### config.mk
export PLATFORM = sky130hd
export DESIGN_NAME = fetch_unit
export DESIGN_NICKNAME = d
export VERILOG_FILES = /design/src/rtl/fetch_unit.sv
export SDC_FILE = /design/constraint.sdc
export NUM_CORES = 1
export LEC_CHECK = 0
export ABC_AREA = 1
export CORE_UTILIZATION = 52
export CTS_CLUSTER_SIZE = 28
export DETAILED_ROUTE_END_ITERATION = 6
export PLACE_DENSITY_LB_ADDON = 0.08
export SLEW_MARGIN = 10
export SYNTH_ARGS = -nofsm -noshare
export SYNTH_HDL_FRONTEND = slang
export SYNTH_SLANG_ARGS = --single-unit
### constraint.sdc
create_clock -name clk -period 4.5 [get_ports clk]
set_input_delay 0.45 -clock clk [delete_from_list [all_inputs] [get_ports clk]]
set_output_delay 0.45 -clock clk [all_outputs]
set_load 0.01 [all_outputs]
### src/rtl/fetch_unit.sv
// Instruction fetch stage: owns the fetch PC, runs a single-outstanding req/ack read
// to instruction memory, and drives IF/ID. Optional perf counters under FETCH_PERF_CNT_EN.
module fetch_unit #(
  parameter int                    DATA_WIDTH = 32,
  parameter int                    ADDR_WIDTH = 32,
  parameter logic [ADDR_WIDTH-1:0] RESET_PC   = '0
) (
  input  logic                  clk,
  input  logic                  reset,
  input  logic                  i_Freeze,
  input  logic                  i_Branch_Taken,
  input  logic [ADDR_WIDTH-1:0] i_Branch_Addr,
  output logic                  o_Mem_Req,
  output logic [ADDR_WIDTH-1:0] o_Mem_Addr,
  input  logic                  i_Mem_Ack,
  input  logic [DATA_WIDTH-1:0] i_Mem_Data,
  output logic                  o_Valid,
  output logic [ADDR_WIDTH-1:0] o_PC,
  output logic [DATA_WIDTH-1:0] o_Instruction
`ifdef FETCH_PERF_CNT_EN
  ,
  output logic [31:0]           o_Fetch_Count,
  output logic [31:0]           o_Flush_Count
`endif
);

  typedef enum logic [1:0] {FETCH, DISCARD, HOLD} state_t;

  state_t                  state_q, state_d;
  logic [ADDR_WIDTH-1:0]   pc_q, pc_d, tgt_q, tgt_d, skid_pc_q, skid_pc_d;
  logic [DATA_WIDTH-1:0]   skid_data_q, skid_data_d;
  logic                    run_q;
  logic                    valid_d, load;
  logic [ADDR_WIDTH-1:0]   opc_d, pc_inc, br_tgt;
  logic [DATA_WIDTH-1:0]   oins_d;
  logic                    ack;
  logic                    unused_br_lsb;

  // run_q keeps the request low for the first cycle after reset release
  assign o_Mem_Req     = run_q && (state_q != HOLD);
  assign o_Mem_Addr    = pc_q;
  assign ack           = o_Mem_Req && i_Mem_Ack;
  assign pc_inc        = pc_q + ADDR_WIDTH'(4);
  assign br_tgt        = {i_Branch_Addr[ADDR_WIDTH-1:2], 2'b00};
  assign unused_br_lsb = ^i_Branch_Addr[1:0];

  always_comb begin
    state_d     = state_q;
    pc_d        = pc_q;
    tgt_d       = tgt_q;
    skid_pc_d   = skid_pc_q;
    skid_data_d = skid_data_q;
    valid_d     = i_Freeze ? o_Valid : 1'b0;
    opc_d       = o_PC;
    oins_d      = o_Instruction;
    load        = 1'b0;
    if (i_Branch_Taken) begin
      valid_d = 1'b0;
      case (state_q)
        FETCH: begin
          // an outstanding unacked read must still be drained before redirecting
          if (!o_Mem_Req || ack) pc_d = br_tgt;
          else begin
            tgt_d   = br_tgt;
            state_d = DISCARD;
          end
        end
        DISCARD: begin
          if (ack) begin
            pc_d    = br_tgt;
            state_d = FETCH;
          end else tgt_d = br_tgt;
        end
        default: begin
          pc_d    = br_tgt;
          state_d = FETCH;
        end
      endcase
    end else begin
      case (state_q)
        FETCH: begin
          if (ack) begin
            pc_d = pc_inc;
            if (!o_Valid || !i_Freeze) begin
              load    = 1'b1;
              valid_d = 1'b1;
              opc_d   = pc_inc;
              oins_d  = i_Mem_Data;
            end else begin
              skid_pc_d   = pc_inc;
              skid_data_d = i_Mem_Data;
              state_d     = HOLD;
            end
          end
        end
        DISCARD: begin
          if (ack) begin
            pc_d    = tgt_q;
            state_d = FETCH;
          end
        end
        HOLD: begin
          if (!i_Freeze) begin
            load    = 1'b1;
            valid_d = 1'b1;
            opc_d   = skid_pc_q;
            oins_d  = skid_data_q;
            state_d = FETCH;
          end
        end
        default: state_d = FETCH;
      endcase
    end
  end

  always_ff @(posedge clk) begin
    if (!reset) begin
      state_q       <= FETCH;
      pc_q          <= RESET_PC;
      tgt_q         <= '0;
      skid_pc_q     <= '0;
      skid_data_q   <= '0;
      run_q         <= 1'b0;
      o_Valid       <= 1'b0;
      o_PC          <= '0;
      o_Instruction <= '0;
    end else begin
      state_q       <= state_d;
      pc_q          <= pc_d;
      tgt_q         <= tgt_d;
      skid_pc_q     <= skid_pc_d;
      skid_data_q   <= skid_data_d;
      run_q         <= 1'b1;
      o_Valid       <= valid_d;
      o_PC          <= opc_d;
      o_Instruction <= oins_d;
    end
  end

`ifdef FETCH_PERF_CNT_EN
  always_ff @(posedge clk) begin
    if (!reset) begin
      o_Fetch_Count <= '0;
      o_Flush_Count <= '0;
    end else begin
      if (load)           o_Fetch_Count <= o_Fetch_Count + 32'd1;
      if (i_Branch_Taken) o_Flush_Count <= o_Flush_Count + 32'd1;
    end
  end
`endif

endmodule

# ---- Word-level counts from Yosys, hierarchy flattened
# Cells that the tools add are included.
dict set report op_classes {
  n_addsub 1
  eq_ne 14
  muxes 32
  n_bitwise 3
  reduce_logical 17
}
# cell count
set ops {}
lappend ops {{32-bit 2-to-1 mux} 13}
lappend ops {{32-bit one-hot mux with 2 select lines} 5}
lappend ops {{32-bit by 3-bit adder with 32-bit output, second input constant} 1}
lappend ops {{4-bit AND reduction} 4}
lappend ops {{3-bit != test, second input constant} 5}
lappend ops {{2-bit != test, second input constant} 7}
lappend ops {{2-bit 2-to-1 mux} 6}
lappend ops {{2-bit one-hot mux with 3 select lines} 1}
lappend ops {{1-bit 2-to-1 mux} 5}
lappend ops {{5-bit AND reduction} 1}
lappend ops {{2-bit one-hot mux with 2 select lines} 1}
lappend ops {{2-bit nonzero test} 2}
lappend ops {{1-bit zero test} 3}
lappend ops {{1-bit NOT} 3}
lappend ops {{3-bit nonzero test} 1}
lappend ops {{2-bit by 1-bit == test with 1-bit output, second input constant} 1}
lappend ops {{2-bit == test, second input constant} 1}
lappend ops {{1-bit logical AND} 2}
lappend ops {{2-bit zero test} 1}
lappend ops {{1-bit logical OR} 2}
lappend ops {{1-bit one-hot mux with 2 select lines} 1}
lappend ops {{2-bit OR reduction} 1}
dict set report totals {
  regBits 196
  input_bits 69
  wordCells 76
}

# ---- Logic depth before layout (Yosys ltp)
# Gate-level depths: netlist of the first run.
dict set report depth {
  word_depth 7
  ltp_mapped 12
  depth_no_buf 12
}

# ---- Worst setup path after synthesis of the first run
# No wires, ideal clock.
dict set report synth_timing {
  path_type {in2reg}
  from {in i_Branch_Taken}
  to {reg pc_q[6], in the netlist o_Mem_Addr[6]}
  setup_ps 128
  arrival_ps 1611
  slack_ps 2762
  stages 9
  path_buffers 3
  cell_sequence {buf_4 > inv_1 > clkbuf_1 > o22ai_1 > nand2_2 > buf_2 > nor2_1 > a22oi_1 > nor2_1}
}
dict set report synth_between {
  elab_chain_len 2
}
# item line
set synth_lines {}
lappend synth_lines {{from (decl)} 11} ;# input logic i_Branch_Taken,
lappend synth_lines {{3-bit != test (no source line) / 3-bit nonzero test (equally long branches)} n/a}
lappend synth_lines {{4-bit AND reduction (no source line)} n/a}
lappend synth_lines {{to (signal assigned)} 129} ;# pc_q <= pc_d;
lappend synth_lines {{to (decl)} 30} ;# logic [ADDR_WIDTH-1:0] pc_q, pc_d, tgt_q, tgt_d, skid_pc_q, skid_pc_d;
# Parallel ways exist; a longest one is shown, timed or not.
# A chain may end at the register's enable or synchronous reset.

# ---- Worst setup path in the final report of the first run
dict set report layout_timing {
  from {reg state_q[0]}
  to {reg pc_q[15], in the netlist o_Mem_Addr[15]}
}
dict set report layout_between {
  elab_chain_len 6
}
# item line
set layout_lines {}
lappend layout_lines {{from (decl)} 29} ;# state_t state_q, state_d;
lappend layout_lines {{from (signal assigned)} 128} ;# state_q <= state_d;
lappend layout_lines {{2-bit != test} 40} ;# assign o_Mem_Req = run_q && (state_q != HOLD);
lappend layout_lines {{1-bit logical AND} 40}
lappend layout_lines {{1-bit zero test / 1-bit logical AND (equally long branches)} {62, 42}}
lappend layout_lines {{1-bit logical OR} 62} ;# if (!o_Mem_Req || ack) pc_d = br_tgt;
lappend layout_lines {{3-bit != test (no source line)} n/a}
lappend layout_lines {{4-bit AND reduction (no source line)} n/a}
# Parallel ways exist; a longest one is shown, timed or not.

==> results by stage, run 1 <==
Final layout:
- For this run, the share of the core covered by cells in the final layout is 0.677.
- At the end of the flow, the number of nets in the layout was roughly 1,400.
- After filler insertion, the fill cell instance count of the layout stands at 1,488.
- The multi-input logic area is around 4200 um2.
- The number of antenna repair diodes is 0.
- Leaving out fill and tap cells, the most frequent cell in the layout is nand2_1.
- The library cells used most frequently in the layout, excluding fill and tap cells, are nand2_1 (270), nor2_1 (245), dfxtp_1 (188).
- The area growth from synthesis to layout is 25.9%.
- After routing the design area is 10,800 um2.
- The sequential cell area is 3760 um2.
- The fraction of final layout cells sized beyond drive strength 1 is 0.0512.

Global route:
- The largest net degree at the start of global routing is 80.
- The global-route congestion overflow total is 0.
- The first global-routing pass estimated between 30,000 and 40,000 um of wire.
- The via count of the first global-routing pass is ~7,500.
- The initial antenna violation count is 0.
- Across every metal layer, demand over resource in global routing totals 0.278.

Timing:
- The worst hold margin is between 0.4 and 0.5 ns.
- For the final routed database, the setup TNS stands at 0 ns.
- The maximum achievable frequency is around 360 MHz.
- In the finished design, the share of the clock period the worst path needs comes to 0.613.
- Setup violations remaining at the end of the flow were counted as 0.
- In this run the tightest slew margin relative to its limit is 0.324.
- The time the worst path needs with I/O delays and setup is between 2 and 3 ns.
- The number of hold violations in the final report came to 0.
- For the final database, setup skew stands at ~0.0093 ns.
- For the pin with the worst max-slew slack, the measured transition is around 1.0 ns.
- Setup repair after global routing left no endpoint under its margin.
- The total count of max-transition violations in the final report is 0.

CTS:
- The setup fix buffers added after clock tree synthesis is 0.
- TritonCTS built the clock tree.
- The maximum count of clock buffers along a single path is 2.
- Clock latency on the worst-skew pair, taken at its later pin, is between 0.4 and 0.5 ns.
- The register clock-pin slew on the reported worst setup and hold paths is 0.07 ns.
- Post-CTS repair changed the size of 0 cells.
- The TritonCTS buffer count is 17.
- The H-tree was split into 4 levels.
- The root buffer cell chosen for the clock tree is clkbuf_16.
- After clock tree synthesis, the flow added hold-fix buffers numbering 0.
- The TritonCTS sink count is 188.

Critical path:
- Walking the worst path, the cells encountered are inv_2 > nand2_4 > nand3_2 > o22ai_1 > nand2_2 > inv_2 > o21ai_0 > a21oi_1.
- The largest fanout on the critical path is 55.
- The endpoint class of the critical path is a flop.
- By startpoint and endpoint, the worst setup path is classified as flop to flop.
- Together, buffers and inverters on the worst path number 2.
- The critical path's slowest cell is nand2_2.
- The cell family contributing the most delay on the critical path is simple AND/OR/NAND/NOR gates.
- The delay contributed by the slowest stage of the critical path is ~0.54 ns.
- The data required time of the worst path is around 4.9 ns.
- The data arrival time of the critical path is roughly 3.1 ns.
- The most numerous cell type found on the critical path is inv_2.
- The setup slack of the most critical reg-to-reg path is around 1.7 ns.
- STA classifies the critical path startpoint as a flop.

Synth:
- Yosys attributes the largest share of cell area to dfxtp_1 (44%), nand2_1 (12%), nor2_1 (11%).
- The Yosys warning count is 0.
- The number of distinct library cell variants in the gate-level netlist after synthesis is 38.
- The area share of the leading cell type in the synthesized netlist is 0.437.
- Synthesis produced 1,264 cells.
- Of all cell types, the one taking the most synthesized area is dfxtp_1.
- The mapped netlist covers between 8000 and 9000 um2.
- The post-synthesis average cell area is 6.81 um2.
- The flop and latch count out of synthesis is approximately 190.
- The proportion of synthesized chip area in sequential cells is 0.437.

Power and ir drop:
- The leakage power is 0.00449 uW.
- The total power divided by cell area is between 300 and 400 nW/um2.
- The peak supply drop is 0.288 mV.
- Of the total power, registers draw 0.458.
- The share of total power dissipated in the clock network is 0.401.
- Total power for the finished layout comes to slightly below 4000 uW.
- The switching share of power is 0.259.
- The switching power summed over all nets is roughly 1000 uW.
- Cell internal power was estimated by the tool at roughly 2900 uW.
- The share of total power dissipated in combinational logic is 0.141.

Placement:
- The total of buffers placed on input and output ports is 160.
- The routability congestion estimate from global placement is around 0.88.
- In this run the cell area measured after placement is around 10,000 um2.
- Summed over all nets, the half-perimeter wirelength after detailed placement is 14,700 um.

Detailed routing:
- The number of design-rule violations left by the first detailed-router iteration is roughly 650.
- After detailed routing, the number of vias per cell comes to 5.29.
- The remaining routing DRC violations is 0.
- The total vias in the final route is around 8,500.
- In the final routed layout, each cell accounts on average for 14.6 um.
- The sum of routed wire length over all layers is around 23,000 um.
- The number of nets still failing antenna checks after routing is 0.
- The number of search-and-repair iterations in the first detailed-routing pass is 6.

Hold path:
- The classification of the worst-slack hold path is flop to flop.

Die:
- The initialized floorplan defines 46 standard-cell rows.
- The floorplan die area is 17,100 um2.
- The number of top-level design ports is 167.
- The standard cell core area is 16,000 um2.
- The initial utilization of the core area, before any placement, comes to 0.538.
- The y dimension of the die is roughly 130 um.
- From left edge to right edge, the die measures ~130 um.

Run:
- The tool flagged a number of max-cap violations equal to 0.

Run status:
- The flow ran to the end, and the final reports show no timing, DRC or antenna violations.
tightest hold or removal path: stages, from the launching register on:
cell,delay [ns]
dfxtp_1,0.30
inv_1,0.05
a21oi_1,0.05
power groups by stage:
stage,Sequential [uW],Clock (uW),Combinational (uW)
2_1_floorplan,1870,0,271
3_3_place_gp,1860,0,552
3_5_place_dp,1860,0,557
4_1_cts,1820,1620,562
5_1_grt,1830,1680,619
6_report,1820,1600,561
metrics by stage:
| step | std cells | setup WS, ns |
|---|---|---|
| floorplan | 1267 | 2.76 |
| global placement | 1570 | 1.66 |
| detailed placement | 1570 | 1.63 |
| CTS | 1602 | 1.71 |
| global route | 1602 | 1.47 |
| finish | 1602 | 1.74 |
layer usage:
layer	vias up	routed length, um	GRT usage
li1	4315	-	-
met1	3830	10600	0.368
met2	279	10700	0.450
met3	44	1550	0.0501
met4	0	544	0.110
met5	-	0	0
cells in the mapped netlist:
library cell / n
clkbuf_2: 4
nand3_1: 31
buf_1: 3
mux2i_1: 2
nand3b_1: 3
a211oi_1: 4
inv_1: 67
conb_1: 1
a311oi_1: 1
a21boi_1: 1
ha_1: 1
clkbuf_1: 51
o22ai_1: 1
nand4_1: 1
nor3_4: 1
a22oi_1: 1
nor3_1: 1
o21ai_1: 9
buf_2: 18
and2_1: 10
nor2_1: 245
xor2_1: 8
o21ai_0: 159
nand2_1: 270
dfxtp_1: 188
nand2_2: 1
xnor2_1: 7
a21oi_1: 95
buf_4: 8
nor2_4: 2
a31oi_1: 36
o211ai_1: 7
inv_2: 5
nand2_4: 1
nor2_2: 6
nand3_2: 1
or2_0: 2
or2_2: 12
flip-flops by register name (all words and copies together), names as in the netlist:
signal         count
o_Valid            1
run_q              1
o_Mem_Addr        30
tgt_q             30
o_Instruction     32
skid_pc_q         30
skid_data_q       32
o_PC              30
state_q            2
worst paths after layout:
| kind | endpoint | startpoint | depth (start not counted) |
|---|---|---|---|
| worst min register to register | tgt_q[5]$_SDFFE_PN0P_ | tgt_q[5]$_SDFFE_PN0P_ | 2 |
| worst max-delay path | o_Mem_Addr[15]$_SDFFE_PN0P_ | state_q[0]$_SDFFE_PN0P_ | 8 |
| worst min-delay path | tgt_q[5]$_SDFFE_PN0P_ | tgt_q[5]$_SDFFE_PN0P_ | 2 |
| worst max register to register | o_Mem_Addr[15]$_SDFFE_PN0P_ | state_q[0]$_SDFFE_PN0P_ | 8 |
cell type report:
cell class | count | area share
clock buffer | 19 | 0.0400
clock inverter | 13 | 0.0176
inverter | 72 | 0.0250
multi-input combinational | 923 | 0.389
sequential | 188 | 0.348
tap | 216 | 0.0250
timing repair buffer | 171 | 0.156
cells by family after synthesis:
logic type	synth area share
AOI/OAI and AO/OA	0.192
xor gates and xnor gates	0.0153
adders and majority gates	0.00145
buffers and inverters	0.0747
DFF	0.437
muxes	0.00233
other	0.000436
and+or+nand+nor	0.276
Power figures use the tool's default switching activity.
==> inputs of run 2 (changes only) <==
==> constraint.sdc (replaced) <==
create_clock -name clk -period 2.73 [get_ports clk]
set_input_delay 0.273 -clock clk [delete_from_list [all_inputs] [get_ports clk]]
set_output_delay 0.273 -clock clk [all_outputs]
set_load 0.01 [all_outputs]
==> run 2 against run 1 <==
Wire length increased by 2.0%. Critical path type unchanged. Combinational power up 68%. Global-route usage rose by 0.26 points. Highest routed layer unchanged. Core utilization grew 0.41 points. Critical endpoint is now o_PC[14]$_SDFFE_PN0P_. Total power up 66%. Flip-flop and latch count is the same. Clock skew rose by 0.0048 ns. Cell count grew 0.19%.
==> results by stage, run 2 (synthesized netlist as in run 1, its figures left out) <==
Power and ir drop:
- Summed over all nets, the switching power comes to 1700 uW.
- The cell-internal power is around 5000 uW.
- The part of the power in registers is 0.454.
- The combinational share of power is 0.143.
- The leakage power is about 0.0045 uW.
- VDD sags by at most about 0.47 mV.
- The share of total power dissipated in the clock network is 0.403.
- The switching share of power is 0.258.
- Dividing total power by cell area gives a power density of a little over 600 nW/um2.

Die:
- In this run the core area contains between 40 and 50 standard-cell rows.
- The core region is 16,000 um2.
- The horizontal extent of the die is between 100 and 150 um.
- The floorplan step set the die height to 131 um.
- The floorplan step defined a die boundary enclosing between 15,000 and 20,000 um2.
- For this configuration, the core starts out at a cell density of 0.538.
- During I/O placement, the number of pins put on the boundary was around 170.

Placement:
- The worst-case setup slack after placement is about 0.53 ns.
- Input and output buffers added on the ports amount to 160.
- The total placed cells including tap cells is ~1,600.
- Once detailed placement completed, the half-perimeter wirelength came to between 15,000 and 20,000 um.
- The routability congestion estimate from global placement is 0.901.

Global route:
- The fraction of met2 tracks used by global routing is 0.463.
- Entering global routing, the biggest net connects around 110 pins.
- The busiest metal layer after global routing is met2.
- For met3 alone, demand over resource in global routing was 0.0513.
- The fraction of met1 tracks used by global routing is 0.373.
- The via count of the first global-routing pass came to 7,370.
- The global-route congestion overflow total is 0.
- The overall fraction of global-route tracks in use is 0.281.
- The initial antenna violation count is 0.
- The wire length of the first global-routing pass is approximately 37,000 um.

Run:
- The reported max-cap violation count is 0.

Timing:
- The clock arrives with 0.0141 ns of skew.
- The final worst-path setup slack is approximately 0.56 ns.
- At the pin with the least slew margin, the transition time is around 1.2 ns.
- The maximum achievable frequency is roughly 460 MHz.
- Setup repair after global routing left no endpoint under its margin.
- The time the worst path needs with I/O delays and setup is 2.17 ns.
- The number of endpoints failing setup at the final stage is 0.
- The number of hold violations in the final report is 0.
- Final hold analysis gives a worst-case slack of a little under 0.2 ns.
- The total count of max-transition violations in the final report is 0.
- The max-slew headroom at the worst pin is 0.183.
- The fraction of the cycle the final worst path needs is 0.795.
- The total negative setup slack is 0 ns.

CTS:
- The number of gates resized after CTS was 0.
- CTS placed an instance of clkbuf_16 at the clock tree root.
- For the worst-skew pair, the clock arrives at the later sink with an insertion delay of about 0.43 ns.
- The TritonCTS sink count is between 150 and 200.
- TritonCTS built the clock tree.
- No sink is reached through more buffers than the 2 on the longest clock path.
- The setup fix buffers added after clock tree synthesis is 0.
- The hold-fix buffer count after cts is 0.
- The register clock-pin slew on the reported worst setup and hold paths is about 0.070 ns.
- The number of H-tree branching levels is 4.
- The TritonCTS buffer count is 17.

Final layout:
- The layout overhead on the synthesized area is 26.6%.
- Leaving out fill and tap cells, the most frequent cells in the layout are nand2_1 (270), nor2_1 (245), dfxtp_1 (188).
- The final net count is 1,446.
- In the final layout, the share of cells above drive strength 1 is 0.0533.
- The number of antenna repair diodes is 0.
- The finished layout holds roughly 1,600 standard cells, fillers aside.
- The library cell used most frequently in the layout, excluding fill and tap cells, is nand2_1.
- The largest registers in the layout are o_Instruction: 32 flops, skid_data_q: 32 flops.

Critical path:
- The type of the setup path with the least slack is flop to flop.
- The setup slack of the most critical reg-to-reg path is roughly 0.56 ns.
- For this design, the slowest cell found on the critical path is dfxtp_1.
- The endpoint class of the critical path is a flop.
- The number of buffers and inverters on the critical path is 0.
- Of all nets on the critical path, the largest fanout is 7.
- For the worst setup path, the data required time is around 3.1 ns.
- STA classifies the critical path startpoint as a flop.
- For this run, the slowest stage of the critical path takes roughly 0.5 ns.
- The top cell family by delay on the critical path is simple AND/OR/NAND/NOR gates.
- The most numerous cell on the critical path is nand2_1.
- For the worst setup path, the data arrival time is around 2.5 ns.
- The critical path goes through ha_1 > nand2_1 > nor2_2 > nand2_1 > nor2_1 > xnor2_1 > or2_2 > a21oi_1.

Run status:
- The run finished with clean final reports.

Hold path:
- The classification of the worst-slack hold path is primary input to flop.

Detailed routing:
- After the first detailed-routing iteration, the DRC count stood at ~500.
- The routed length per instance is ~15 um.
- For this block, the via count after detailed routing is ~8,500.
- The number of nets still failing antenna checks after routing is 0.
- Using the TritonRoute via totals, the vias-per-cell ratio works out to approximately 5.3.
- After detailed routing, the total wire length is approximately 24,000 um.
- After detailed routing, the number of remaining DRC violations is 0.
- The number of search-and-repair iterations in the first detailed-routing pass is 5.
run 2: cell types whose count changed in the layout (fill, tap and decap cells not counted):
cell        before  now
buf_12           1    4
clkinv_4         2    0
inv_6            2    4
clkbuf_8         0    1
clkinvlp_4       4    3
run 2: layout make-up:
type | count | area, um2
Sequential cell | 188 | 3760
Clock inverter | 12 | 183
Multi-Input combinational cell | 923 | 4210
Clock buffer | 20 | 447
Fill cell | 1470 | 5100
Inverter | 72 | 270
Tap cell | 216 | 270
Timing Repair Buffer | 174 | 1750
run 2: through the flow:
stage	cell area [um2]	utilization	total power [uW]
floorplan	8620	-	3520
detailed placement	10300	0.642	3990
global placement	10300	0.642	3980
CTS	10900	0.681	6610
finish	10900	0.681	6600
global route	10900	0.681	6850
run 2: final timing paths:
kind,from,end,cells past startpoint
worst min register to register,tgt_q[5]$_SDFFE_PN0P_,tgt_q[5]$_SDFFE_PN0P_,2
worst max register to register,o_Mem_Addr[2]$_SDFFE_PN0P_,o_PC[14]$_SDFFE_PN0P_,8
worst min-delay path,reset,run_q$_DFF_P_,1
worst max-delay path,o_Mem_Addr[2]$_SDFFE_PN0P_,o_PC[14]$_SDFFE_PN0P_,8
run 2: per-layer routing:
metal,up-vias,share of wire,wire [um]
met4,0,0.018,421
met5,-,0,0
met2,268,0.46,11000
met3,32,0.063,1490
met1,3880,0.46,11000
li1,4307,-,-
run 2: worst reg2reg max path: stages, from the launching register on:
cell	delay (ns)
dfxtp_1	0.50
ha_1	0.25
nand2_1	0.08
nor2_2	0.15
nand2_1	0.20
nor2_1	0.30
xnor2_1	0.20
or2_2	0.31
a21oi_1	0.14
run 2: power by group through the flow:
| stage | Clock (uW) | Sequential [uW] | Combinational (uW) |
|---|---|---|---|
| after floorplan | 0 | 3080 | 447 |
| after global placement | 0 | 3060 | 923 |
| after detailed placement | 0 | 3060 | 931 |
| after CTS | 2680 | 3000 | 939 |
| after global routing | 2800 | 3010 | 1040 |
| final | 2660 | 3000 | 942 |
==> inputs of run 3 (changes only) <==
==> constraint.sdc (replaced) <==
create_clock -name clk -period 2.25 [get_ports clk]
set_input_delay 0.225 -clock clk [delete_from_list [all_inputs] [get_ports clk]]
set_output_delay 0.225 -clock clk [all_outputs]
set_load 0.01 [all_outputs]
==> run 3 against run 2 <==
Hold slack lost 0.051 ns. Die area did not move. Critical path type unchanged. Flip-flop and latch count unchanged. Combinational power increased by 23%. Clock skew decreased by 0.0050 ns.
==> results by stage, run 3 (synthesized netlist as in run 1, its figures left out) <==
Run status:
- The flow ran to the end, and the final reports show no timing, DRC or antenna violations.

Power and ir drop:
- Internal power comes to between 5000 and 6000 uW.
- IR analysis of the VDD net gives a maximum drop of about 0.49 mV.
- Power spread over the standard cell area amounts to between 700 and 800 nW/um2.
- Of the total power, the share spent switching nets is 0.265.
- The clock share of power is 0.386.
- The switching power summed over all nets is 2070 uW.
- The share of total power dissipated in sequential elements is 0.465.
- The combinational share of power is 0.149.
- The leakage power is about 0.0046 uW.

CTS:
- The setup fix buffers added after clock tree synthesis is 0.
- The later pin in the worst-skew pair is clocked with a latency of 0.43 ns.
- TritonCTS built the clock tree.
- CTS built an H-tree with a depth of 4.
- The master cell of the clock root buffer is clkbuf_16.
- The register clock-pin slew on the reported worst setup and hold paths is 0.07 ns.
- Clock tree synthesis inserted a total of 17 buffers.
- Hold repair after CTS inserted 0 buffers.
- The clock drives ~190 sinks.
- The maximum count of clock buffers along a single path is 2.
- Once the clock tree was built, the resizer swapped 0 gates to a different size.

Detailed routing:
- The count of nets left with antenna violations once routing finished came out at 0.
- The total vias in the final route is 8,503.
- The first detailed-routing pass took 5 iterations.
- The sum of routed wire length over all layers is roughly 24,000 um.
- The routed length per instance is 14.7 um.
- The number of design-rule violations left by the first detailed-router iteration is 630.
- Dividing the detail-routed via count by the number of cells gives about 5.3.
- The remaining routing DRC violations is 0.

Die:
- The core region is 16,000 um2.
- Measured along the y axis, the die boundary spans ~130 um.
- The initial utilization of the core area, before any placement, comes to 0.538.
- The initialized floorplan defines 46 standard-cell rows.
- ~170 I/O pins were placed.
- The floorplan step defined a die boundary enclosing approximately 17,000 um2.
- The die is 131 um wide.

Critical path:
- The type of the setup path with the least slack is flop to flop.
- Walking the worst path, the cells encountered are nand2_1 > nor2_1 > nand2_1 > nor2_1 > xor2_1 > nand2_1 > nand2_1 > nand2_1 > a21oi_1.
- At the worst endpoint, the required time is about 2.6 ns.
- The launching element type of the critical path is a flop.
- Counting both buffers and inverters, the worst setup path holds a total of 0.
- The most numerous cell on the critical path is nand2_1.
- The largest fanout on the critical path is 5.
- The worst setup path is captured at a flop.
- The top cell family by delay on the critical path is simple AND/OR/NAND/NOR gates.
- On the worst path, the slowest cell contributes a delay of ~0.45 ns.
- The data arrival time of the critical path is 2.37 ns.
- The critical path's slowest cell is dfxtp_1.

Run:
- Max-cap violations in this run came to 0.

Hold path:
- The worst hold path belongs to the class primary input to flop.

Placement:
- Detailed placement finished with a half-perimeter wire length of between 15,000 and 20,000 um.
- Routability-driven placement finished with a final weighted congestion of between 0.8 and 0.9.
- The total of buffers placed on input and output ports is 160.
- The cell area after placement is approximately 10,000 um2.

Timing:
- Setup repair after global routing left no endpoint under its margin.
- Setup violations remaining at the end of the flow were counted as 0.
- The clock period could shrink to 2.00 ns.
- The total count of max-transition violations in the final report is 0.
- Summed over all failing endpoints, the final setup total negative slack is 0 ns.
- The worst clock skew is approximately 0.0092 ns.
- The max-slew headroom at the worst pin is 0.585.
- The slew at the pin closest to its max-slew limit is 0.623 ns.
- The number of hold violations in the final report is 0.
- The maximum achievable frequency is around 500 MHz.
- Dividing the final minimum period by the clock period gives 0.890.

Final layout:
- After routing the design area is between 10,000 and 15,000 um2.
- In the final layout, the registers with the most flip-flops are o_Instruction: 32 flops, skid_data_q: 32 flops.
- The number of antenna repair diodes is 0.
- In the final layout, the share of cells above drive strength 1 is 0.0621.
- The area growth from synthesis to layout is 27.2%.
- In the final design database the tool counted 1,457 nets.
- The most common cell after layout, fill and taps aside is nand2_1.
- The top cell types in the final layout, fill and taps aside, are nand2_1 (270), nor2_1 (245), dfxtp_1 (188).

Global route:
- Entering global routing, the biggest net connects approximately 110 pins.
- The global-route congestion overflow total is 0.
- The first global-routing pass estimated about 38,000 um of wire.
- The overall fraction of global-route tracks in use is 0.283.
- The via count of the first global-routing pass was around 7,600.
- The initial antenna violation count came to 0.
-- run 3: changes by cell type in the layout (fill, tap and decap cells not counted), sizes merged --
cell,before,now
clkinv,1,5
clkbuf,20,19
bufinv,4,2
clkinvlp,3,5
buf,15,26
inv,76,73
-- run 3: power groups by stage --
stage | registers [uW] | logic, uW | clock network [uW]
floorplan | 3730 | 542 | 0
global placement | 3700 | 1140 | 0
detailed placement | 3700 | 1150 | 0
CTS | 3630 | 1160 | 3060
global route | 3650 | 1280 | 3200
finish | 3630 | 1160 | 3020
-- run 3: final timing paths --
| check | start | slack [ns] | endpoint | cells after the start |
|---|---|---|---|---|
| setup / recovery | o_Mem_Addr[7]$_SDFFE_PN0P_ | 0.25 | o_Mem_Addr[11]$_SDFFE_PN0P_ | 9 |
| hold / removal | reset | 0.15 | run_q$_DFF_P_ | 1 |
| setup reg to reg | o_Mem_Addr[7]$_SDFFE_PN0P_ | 0.25 | o_Mem_Addr[11]$_SDFFE_PN0P_ | 9 |
| hold reg to reg | tgt_q[5]$_SDFFE_PN0P_ | 0.45 | tgt_q[5]$_SDFFE_PN0P_ | 2 |
-- run 3: worst register-to-register path, stage by stage, from the launching register on --
cell	delay [ns]
dfxtp_1	0.45
nand2_1	0.13
nor2_1	0.14
nand2_1	0.15
nor2_1	0.28
xor2_1	0.46
nand2_1	0.10
nand2_1	0.07
nand2_1	0.05
a21oi_1	0.11
-- run 3: layout make-up --
| cell class | count | area, um2 |
|---|---|---|
| fillers | 1496 | 5050 |
| inverters | 72 | 270 |
| flip-flops and latches | 188 | 3760 |
| well taps | 216 | 270 |
| repair buffers | 185 | 1840 |
| multi-input cells | 923 | 4210 |
| clock inverters | 13 | 143 |
| clock buffers | 19 | 453 |
-- run 3: stage by stage --
stage | worst slack (ns) | util | hold WS [ns] | cells | power, uW
after floorplan | 0.520 | - | 0.253 | 1267 | 4280
after global placement | 0.288 | 0.647 | 0.437 | 1584 | 4840
after detailed placement | 0.239 | 0.647 | 0.441 | 1584 | 4860
after CTS | 0.261 | 0.684 | 0.143 | 1616 | 7850
after global routing | 0.0924 | 0.684 | 0.155 | 1616 | 8130
final | 0.247 | 0.684 | 0.147 | 1616 | 7810
-- run 3: per-layer routing --
metal | GRT usage | routed length, um
met4 | 0.0960 | 397
met1 | 0.379 | 11100
met5 | 0 | 0
met2 | 0.457 | 10900
met3 | 0.0554 | 1380
